===== src/rtl/multicycle_ctrl.sv =====
// Multi-cycle main control FSM for the MIPS-subset datapath: sequences
// FETCH/DECODE/EXEC/MEM/WB, drives datapath enables and counts retirements.
module multicycle_ctrl (
  input  logic        clk_i,
  input  logic        rst_i,
  input  logic [5:0]  instr_op_i,
  input  logic        mem_ready_i,
  output logic [2:0]  state_o,
  output logic [2:0]  ALUOp_o,
  output logic        ALUSrc_o,
  output logic        RegDst_o,
  output logic        RegWrite_o,
  output logic        MemtoReg_o,
  output logic        MemRead_o,
  output logic        MemWrite_o,
  output logic        IorD_o,
  output logic        IRWrite_o,
  output logic        PCWrite_o,
  output logic        PCSrc_o,
  output logic        Branch_o,
  output logic        BranchType_o,
  output logic        illegal_o,
  output logic [15:0] instr_cnt_o
);

  localparam int unsigned OP_W  = 6;
  localparam int unsigned CNT_W = 16;
  localparam int unsigned ALU_W = 3;

  localparam logic [OP_W-1:0] OP_R    = 6'h00;
  localparam logic [OP_W-1:0] OP_J    = 6'h02;
  localparam logic [OP_W-1:0] OP_BEQ  = 6'h04;
  localparam logic [OP_W-1:0] OP_BNE  = 6'h05;
  localparam logic [OP_W-1:0] OP_ADDI = 6'h08;
  localparam logic [OP_W-1:0] OP_SLTI = 6'h0A;
  localparam logic [OP_W-1:0] OP_ORI  = 6'h0D;
  localparam logic [OP_W-1:0] OP_LUI  = 6'h0F;
  localparam logic [OP_W-1:0] OP_LW   = 6'h23;
  localparam logic [OP_W-1:0] OP_SW   = 6'h2B;

  typedef enum logic [2:0] {
    S_FETCH  = 3'd0,
    S_DECODE = 3'd1,
    S_EXEC   = 3'd2,
    S_MEM    = 3'd3,
    S_WB     = 3'd4
  } state_t;

  state_t             state_q, state_d;
  logic [OP_W-1:0]    op_q;
  logic [CNT_W-1:0]   cnt_q;
  logic               retire_c;

  logic [ALU_W-1:0]   alu_op_c;
  logic               alu_src_c, reg_dst_c, reg_write_c, mem_to_reg_c;
  logic               mem_read_c, mem_write_c, iord_c, ir_write_c;
  logic               pc_write_c, pc_src_c, branch_c, branch_type_c, illegal_c;

  function automatic logic is_legal(input logic [OP_W-1:0] op);
    case (op)
      OP_R, OP_J, OP_BEQ, OP_BNE, OP_ADDI, OP_SLTI,
      OP_ORI, OP_LUI, OP_LW, OP_SW: is_legal = 1'b1;
      default:                      is_legal = 1'b0;
    endcase
  endfunction

  function automatic logic [ALU_W-1:0] alu_class(input logic [OP_W-1:0] op);
    case (op)
      OP_R:                alu_class = 3'b001;
      OP_ADDI, OP_LW, OP_SW: alu_class = 3'b010;
      OP_SLTI:             alu_class = 3'b011;
      OP_BEQ:              alu_class = 3'b100;
      OP_LUI:              alu_class = 3'b101;
      OP_ORI:              alu_class = 3'b110;
      OP_BNE:              alu_class = 3'b111;
      default:             alu_class = 3'b000;
    endcase
  endfunction

  function automatic logic uses_imm(input logic [OP_W-1:0] op);
    case (op)
      OP_ADDI, OP_SLTI, OP_LUI, OP_ORI, OP_LW, OP_SW: uses_imm = 1'b1;
      default:                                        uses_imm = 1'b0;
    endcase
  endfunction

  // State, latched opcode and retirement counter
  always_ff @(posedge clk_i or negedge rst_i) begin
    if (!rst_i) begin
      state_q <= S_FETCH;
      op_q    <= '0;
      cnt_q   <= '0;
    end else begin
      state_q <= state_d;
      if (state_q == S_DECODE) op_q <= instr_op_i;
      if (retire_c)            cnt_q <= cnt_q + CNT_W'(1);
    end
  end

  // Next-state and datapath decode; FETCH/MEM ready terms are Mealy
  always_comb begin
    state_d       = state_q;
    retire_c      = 1'b0;
    alu_op_c      = '0;
    alu_src_c     = 1'b0;
    reg_dst_c     = 1'b0;
    reg_write_c   = 1'b0;
    mem_to_reg_c  = 1'b0;
    mem_read_c    = 1'b0;
    mem_write_c   = 1'b0;
    iord_c        = 1'b0;
    ir_write_c    = 1'b0;
    pc_write_c    = 1'b0;
    pc_src_c      = 1'b0;
    branch_c      = 1'b0;
    branch_type_c = 1'b0;
    illegal_c     = 1'b0;
    case (state_q)
      S_FETCH: begin
        mem_read_c = 1'b1;
        ir_write_c = mem_ready_i;
        pc_write_c = mem_ready_i;
        if (mem_ready_i) state_d = S_DECODE;
      end
      S_DECODE: begin
        if (instr_op_i == OP_J) begin
          pc_write_c = 1'b1;
          pc_src_c   = 1'b1;
          retire_c   = 1'b1;
          state_d    = S_FETCH;
        end else if (!is_legal(instr_op_i)) begin
          illegal_c  = 1'b1;
          state_d    = S_FETCH;
        end else begin
          state_d    = S_EXEC;
        end
      end
      S_EXEC: begin
        alu_op_c  = alu_class(op_q);
        alu_src_c = uses_imm(op_q);
        case (op_q)
          OP_BEQ, OP_BNE: begin
            branch_c      = 1'b1;
            branch_type_c = (op_q == OP_BNE);
            retire_c      = 1'b1;
            state_d       = S_FETCH;
          end
          OP_LW, OP_SW: state_d = S_MEM;
          default:      state_d = S_WB;
        endcase
      end
      S_MEM: begin
        iord_c      = 1'b1;
        alu_src_c   = 1'b1;
        alu_op_c    = 3'b010;
        mem_read_c  = (op_q == OP_LW);
        mem_write_c = (op_q == OP_SW);
        if (mem_ready_i) begin
          if (op_q == OP_LW) begin
            state_d = S_WB;
          end else begin
            retire_c = (op_q == OP_SW);
            state_d  = S_FETCH;
          end
        end
      end
      S_WB: begin
        reg_write_c  = 1'b1;
        reg_dst_c    = (op_q == OP_R);
        mem_to_reg_c = (op_q == OP_LW);
        retire_c     = 1'b1;
        state_d      = S_FETCH;
      end
      default: state_d = S_FETCH;
    endcase
  end

  // Reset masks every output, including the Mealy terms
  assign state_o      = state_q;
  assign instr_cnt_o  = cnt_q;
  assign ALUOp_o      = alu_op_c & {ALU_W{rst_i}};
  assign ALUSrc_o     = alu_src_c     & rst_i;
  assign RegDst_o     = reg_dst_c     & rst_i;
  assign RegWrite_o   = reg_write_c   & rst_i;
  assign MemtoReg_o   = mem_to_reg_c  & rst_i;
  assign MemRead_o    = mem_read_c    & rst_i;
  assign MemWrite_o   = mem_write_c   & rst_i;
  assign IorD_o       = iord_c        & rst_i;
  assign IRWrite_o    = ir_write_c    & rst_i;
  assign PCWrite_o    = pc_write_c    & rst_i;
  assign PCSrc_o      = pc_src_c      & rst_i;
  assign Branch_o     = branch_c      & rst_i;
  assign BranchType_o = branch_type_c & rst_i;
  assign illegal_o    = illegal_c     & rst_i;

endmodule

===== config.mk =====
export PLATFORM = sky130hd
export DESIGN_NAME = multicycle_ctrl
export DESIGN_NICKNAME = d
export VERILOG_FILES = /design/src/rtl/multicycle_ctrl.sv
export SDC_FILE = /design/constraint.sdc
export NUM_CORES = 1
export LEC_CHECK = 0
export ABC_AREA = 1
export BUFFER_PORTS_ARGS = -buffer_cell sky130_fd_sc_hd__buf_4
export CAP_MARGIN = 10
export CORE_MARGIN = 3
export CORE_UTILIZATION = 53
export DETAILED_ROUTE_END_ITERATION = 8
export PLACE_DENSITY = 0.86
export SLEW_MARGIN = 20
export SYNTH_ARGS = -nofsm -noshare
export SYNTH_HDL_FRONTEND = slang
export SYNTH_SLANG_ARGS = --single-unit

===== constraint.sdc =====
create_clock -name clk_i -period 1.55 [get_ports clk_i]
set_input_delay 0.0775 -clock clk_i [delete_from_list [all_inputs] [get_ports clk_i]]
set_output_delay 0.0775 -clock clk_i [all_outputs]
set_load 0.02 [all_outputs]

# [After elaboration in Yosys (flattened, before gate mapping)]
# Cells that the tools add are included.
[totals] ff_bits=25 out_inout_bits=35 input_bits=9 elab_cells=84
[op_classes] n_addsub=1 eq_ne=23 bitwise=14 mux=34 n_reduce_logical=9
[ops] operator="$eq A6 B4 Y1 const B" n=8
[ops] operator="$eq A6 B3 Y1 const B" n=4
[ops] operator="$eq A6 B6 Y1 const B" n=4
[ops] operator="$mux W1" n=21
[ops] operator="$pmux W3 S7" n=1
[ops] operator="$add A16 B1 Y16 const B" n=1
[ops] operator="$and A1 B1 Y1" n=13
[ops] operator="$logic_not A6 Y1" n=2
[ops] operator="$pmux W3 S2" n=2
[ops] operator="$pmux W3 S4" n=1
[ops] operator="$reduce_or A10 Y1" n=1
[ops] operator="$mux W3" n=3
[ops] operator="$eq A3 B2 Y1 const B" n=2
[ops] operator="$eq A6 B2 Y1 const B" n=1
[ops] operator="$pmux W1 S2" n=3
[ops] operator="$reduce_or A6 Y1" n=1
[ops] operator="$mux W2" n=2
[ops] operator="$ne A2 B2 Y1 const B" n=2
[ops] operator="$pmux W1 S4" n=1
[ops] operator="$reduce_or A2 Y1" n=2
[ops] operator="$and A3 B3 Y3" n=1
[ops] operator="$eq A3 B1 Y1 const B" n=1
[ops] operator="$eq A3 B3 Y1 const B" n=1
[ops] operator="$logic_not A3 Y1" n=1
[ops] operator="other kinds (2)" n=2

# [Longest topological paths before layout]
[logic_depth] ltp_word=9 mapped_depth=10 mapped_depth_nobuf=9

# [Worst setup path after synthesis]
# Ideal clock, no wire load.
[synth_path] kind="reg-to-output" from="register state_q[1] (netlist: state_o[1])" to="output port MemWrite_o" path_slack_ps=-79 required_ps=1472 stages_incl_launch_ff=5 t_arrival_ps=1552 n_path_buf=0 cell_sequence="dfrtp_1 > nand2_1 > nor2_4 > inv_1 > nor4_1"
[synth_via] elab_chain_len=3
[synth_rtl] item="start, declared" line_no="49" rtl="state_t state_q, state_d;"
[synth_rtl] item="start signal, assigned" line_no="94" rtl="state_q <= state_d;"
[synth_rtl] item="$eq A3 B2 Y1" line_no="118" rtl="case (state_q)"
[synth_rtl] item="$mux W1" line_no="118"
[synth_rtl] item="$and A1 B1 Y1" line_no="187" rtl="assign MemWrite_o = mem_write_c & rst_i;"
[synth_rtl] item="end, declared" line_no="15" rtl="output logic MemWrite_o,"
# Every way passes these cells.

# [Worst setup path after layout]
[layout_path] from="register op_q[4]" to="output port ALUOp_o[0]"
[layout_via] elab_chain_len=5 word_cells_on_any_way=13 classes_between="eq/ne: 8; mux: 2; bitwise: 1; reduce/logical: 2"
[layout_rtl] item="start, declared" line_no="50" rtl="logic [OP_W-1:0] op_q;"
[layout_rtl] item="start signal, assigned" line_no="95" rtl="if (state_q == S_DECODE) op_q <= instr_op_i;"
[layout_rtl] item="$eq A6 B6 Y1 / $eq A6 B4 Y1 (equally long branches)" line_no="68" rtl="case (op)"
[layout_rtl] item="$reduce_or A3 Y1" line_no="68"
[layout_rtl] item="$pmux W3 S7 (*)" line_no="68"
[layout_rtl] item="$pmux W3 S2 (*)" line_no="118"
[layout_rtl] item="$and A3 B3 Y3 (*)" line_no="181" rtl="assign ALUOp_o = alu_op_c & {ALU_W{rst_i}};"
[layout_rtl] item="end, declared" line_no="9" rtl="output logic [2:0] ALUOp_o,"
# Mark *: on every way between the ends. The rest lies on a longest branch, timed or not.

==> results.md <==
- The flow ran to the end, but the final reports show violations.
- The final reports fail on negative setup slack.
- The flip-flop and latch count after synthesis is 25.
- Setup violations remaining at the end of the flow were counted as 32.
- The final number of hold-violating endpoints came to 0.
- The synthesized area per cell is 6.64 um2.
- The clock skew after layout is 9.24 ps.
- The combined area of all synthesized cells is 0.00175 mm2.
- For this block, the routed nets add up to 7.81 mm of wire.
- Once detail routing completed, the nets flagged for antenna violations numbered 0.
- The share of the clock period used by the worst path is 122%.
- The number of max-cap violations is 0.
- The H-tree depth reported by CTS is 1.
- The analysis attributes to net switching a power of 0.993 mW.
- The number of I/O pins is 44.
- The number of buffers between clock root and the deepest sink is 2.
- The combinational fraction of design power is 46.3%.
- The estimated wirelength of the detail-placed design is 3.35 mm.
- In this run the clock root is driven by a clkbuf_4.
- IR analysis of the VDD net gives a maximum drop of 0.000540 V.
- The post-synthesis net count is between 200 and 300.
- The number of clock buffers added by TritonCTS is 3.
- The share of cells above drive strength 1 is 43.3%.
- The number of input and output port buffers inserted is 43.
- The setup slack of the worst register-to-register path is -130 ps.
- At the worst endpoint, the arrival time is 1810 ps.
- The category of the most critical setup path is reg -> out.
- The first global-routing pass estimated 9.06 mm of wire.
- The clock-pin slew of the registers on the worst-case setup and hold paths is 170 ps.
- The count of pins over their slew limit is 0.
- The total congestion overflow after global routing is 0.
- The area of the core is 0.00310 mm2.
- Global routing used between 20% and 30% of the available tracks.
- The final instance area is between 0.002 and 0.003 mm2.
- The endpoint required time on the critical path is ~1500 ps.
- The wire length per cell is between 20 and 25 um.
- The startpoint identified for the worst register-to-register timing path is state_o[1]$_DFFE_PN0P_.
- The number of global-route vias before repair is 1928.
- The initial utilization of the core area, before any placement, comes to between 50% and 60%.
- The number of distinct standard cells referenced by the synthesized netlist is 25.
- In this run the worst setup path begins at op_q[4]$_DFFE_PN0N_.
- The routed layout has approximately 2.4k vias.
- In this run the worst path has a maximum fanout of 3.
- In the final design database the tool counted 353 nets.
- The sequential share of power is 38.4%.
- Using the TritonRoute via totals, the vias-per-cell ratio works out to 6.28.
- The endpoint class of the critical path is a primary output.
- The total placed instance area is 0.00219 mm2.
- Setup repair after global routing could not meet its margin everywhere.
- Measured in cells, the most critical reg-to-reg path has a length of 10.
- The number of rows in the core area is 20.
- The starting DRC count in detailed routing is 460.
- The floorplan die height is between 60 and 70 um.
- The cell area power density is 836 mW/mm2.
- Summing the sequential cell areas from Yosys gives 35.8% of the chip area.
- The TritonCTS clock tree is built.
- The min-delay analysis places its worst path in the category in -> reg.
- The initial antenna violation count is 0.
- The x dimension of the die is 63.4 um.
- The die covers 0.00402 mm2.
- The final antenna diode count is 0.
- The maximum achievable frequency is roughly 0.53 GHz.
- Along the worst hold path, the cell count comes to 3.
- STA classifies the critical path startpoint as a flop.
- Across all setup checks in the final design, the least slack found is -335 ps.
- Headroom to the max-slew limit came out at 50.1%.
- The pre-antenna-repair detailed-routing pass consisted of 5 iterations.
- The leakage power is 1.35 nW.
- The later pin in the worst-skew pair is clocked with a latency of about 350 ps.
- The routability congestion estimate from global placement is 0.888.
- Adding up every negative setup slack in the final design gives -3690 ps.
- The post-route minimum period is 1880 ps.
- The start point of the worst min-delay path is instr_op_i[5].
- The actual transition at the worst max-transition pin is 748 ps.
- The number of warning messages in the yosys log is 0.
- The layout-stage area growth over the synthesis result is 54.2%.
- The remaining design rule violation count is 0.
- The number of standard cells after synthesis is 263.
- The number of clock sinks is 25.
- The internal power of the cells totals 1.26 mW.
- The clock network fraction of total power is 15.3%.
- Net switching is 44.1% of the power.
- The maximum number of pins on one net before global-route repair is 26.
-- registers in the layout, summed over array words and instances (netlist names) --
| register | flops |
|---|---|
| instr_cnt_o | 16 |
| state_o | 3 |
| op_q | 6 |
-- worst paths after layout --
kind / end
worst max-delay path: ALUOp_o[0]
worst min-delay path: op_q[5]$_DFFE_PN0N_
worst min register to register: instr_cnt_o[15]$_DFFE_PN0P_
max in group asynchronous: op_q[3]$_DFFE_PN0N_
worst max register to register: instr_cnt_o[2]$_DFFE_PN0P_
min in group asynchronous: instr_cnt_o[5]$_DFFE_PN0P_
-- through the flow --
step	hold WS (ps)	setup slack (ps)	cells	util (%)	power (mW)
floorplan	-218	2.01	263	-	1.23
global placement	99.6	151	355	70.4	1.48
detailed placement	102	94.9	355	70.4	1.50
CTS	28.4	-99.4	375	79.0	1.98
global route	47.4	-435	386	86.7	2.34
finish	5.47	-335	386	86.7	2.25
-- kinds of logic after synthesis --
logic type	synth area share (%)
and+or+nand+nor	45.4
buffers and inverters	7.96
DFF	35.8
AOI/OAI and AO/OA	5.52
xor gates and xnor gates	4.52
adders and majority gates	0.717
-- area by class of cell --
type	count	area [um2]
Inverter	29	114
Clock inverter	1	7.51
Sequential cell	25	634
Fill cell	157	412
Tap cell	44	55.1
Timing Repair Buffer	78	658
Multi-Input combinational cell	206	1200
Clock buffer	3	22.5
-- layer usage --
| layer | up-vias | wire [um] | GRT usage, % |
|---|---|---|---|
| met5 | - | 0 | 0 |
| met4 | 0 | 641 | 10.5 |
| met3 | 90 | 876 | 3.03 |
| met2 | 262 | 3620 | 49.5 |
| met1 | 1075 | 2670 | 35.8 |
| li1 | 996 | - | - |
-- cell usage after synthesis --
cell | number | share of area (%)
o21ai_0 | 10 | 2.9
clkbuf_1 | 2 | 0.43
nand4_1 | 7 | 2.5
inv_1 | 26 | 5.6
inv_2 | 3 | 0.65
nor2_2 | 3 | 1.1
nor4_1 | 2 | 0.72
nand3_4 | 1 | 1.0
buf_6 | 2 | 1.3
xnor2_1 | 7 | 3.5
nand2_1 | 98 | 21
nand4_2 | 1 | 0.72
nand2_4 | 1 | 0.65
nand2_2 | 4 | 1.4
nor3_1 | 3 | 0.86
nor2_1 | 33 | 7.1
dfrtp_1 | 25 | 36
nand3_1 | 16 | 4.6
a21oi_1 | 8 | 2.3
a31oi_1 | 1 | 0.36
nor2_4 | 2 | 1.3
nand3_2 | 3 | 1.7
or2_2 | 2 | 0.72
xor2_1 | 2 | 1.0
ha_1 | 1 | 0.72
-- placed cells by master (no fill, tap or decap) --
cell type,count
o21ai_0,10
nand4_1,7
nand3_4,4
nor3_2,1
ha_1,1
inv_1,22
nor3_1,1
clkbuf_4,3
nand2_1,80
a21oi_2,5
nor4_4,2
clkbuf_16,1
buf_4,64
nand4_4,1
nor2_2,5
buf_12,1
inv_2,5
nand3_2,3
clkinvlp_4,1
nand2_2,19
a21oi_1,3
dfrtp_2,7
dfrtp_1,18
inv_4,2
nor2_1,26
nand2_4,4
xor2_1,2
or2_2,2
buf_6,10
nand3_1,14
xnor2_1,7
nor2_4,7
dlygate4sd3_1,2
a31oi_1,1
nor3_4,1
-- power by group through the flow --
stage | registers (mW) | clock network [mW] | logic [mW]
global route | 0.869 | 0.368 | 1.10
detailed placement | 0.850 | 0 | 0.650
floorplan | 0.904 | 0 | 0.328
CTS | 0.848 | 0.317 | 0.814
finish | 0.863 | 0.344 | 1.04
global placement | 0.843 | 0 | 0.634
-- worst max-delay path, stage by stage (launching register included) --
cell and delay (ps):
dfrtp_1 470, nor2_4 150, buf_4 140, nand4_1 120
nand2_1 110, nand2_1 70, a31oi_1 220, buf_4 180
-- timing repair --
action                                  in CTS  in global routing
resized for setup                           33                 39
hold endpoints to repair                    26                  0
setup buffers                               14                 11
hold buffers                                 2                  0
pin swaps                                   13                 20
gates cloned                                 0                  2
endpoints found under the setup margin      13                 31
Power figures use the tool's default switching activity.
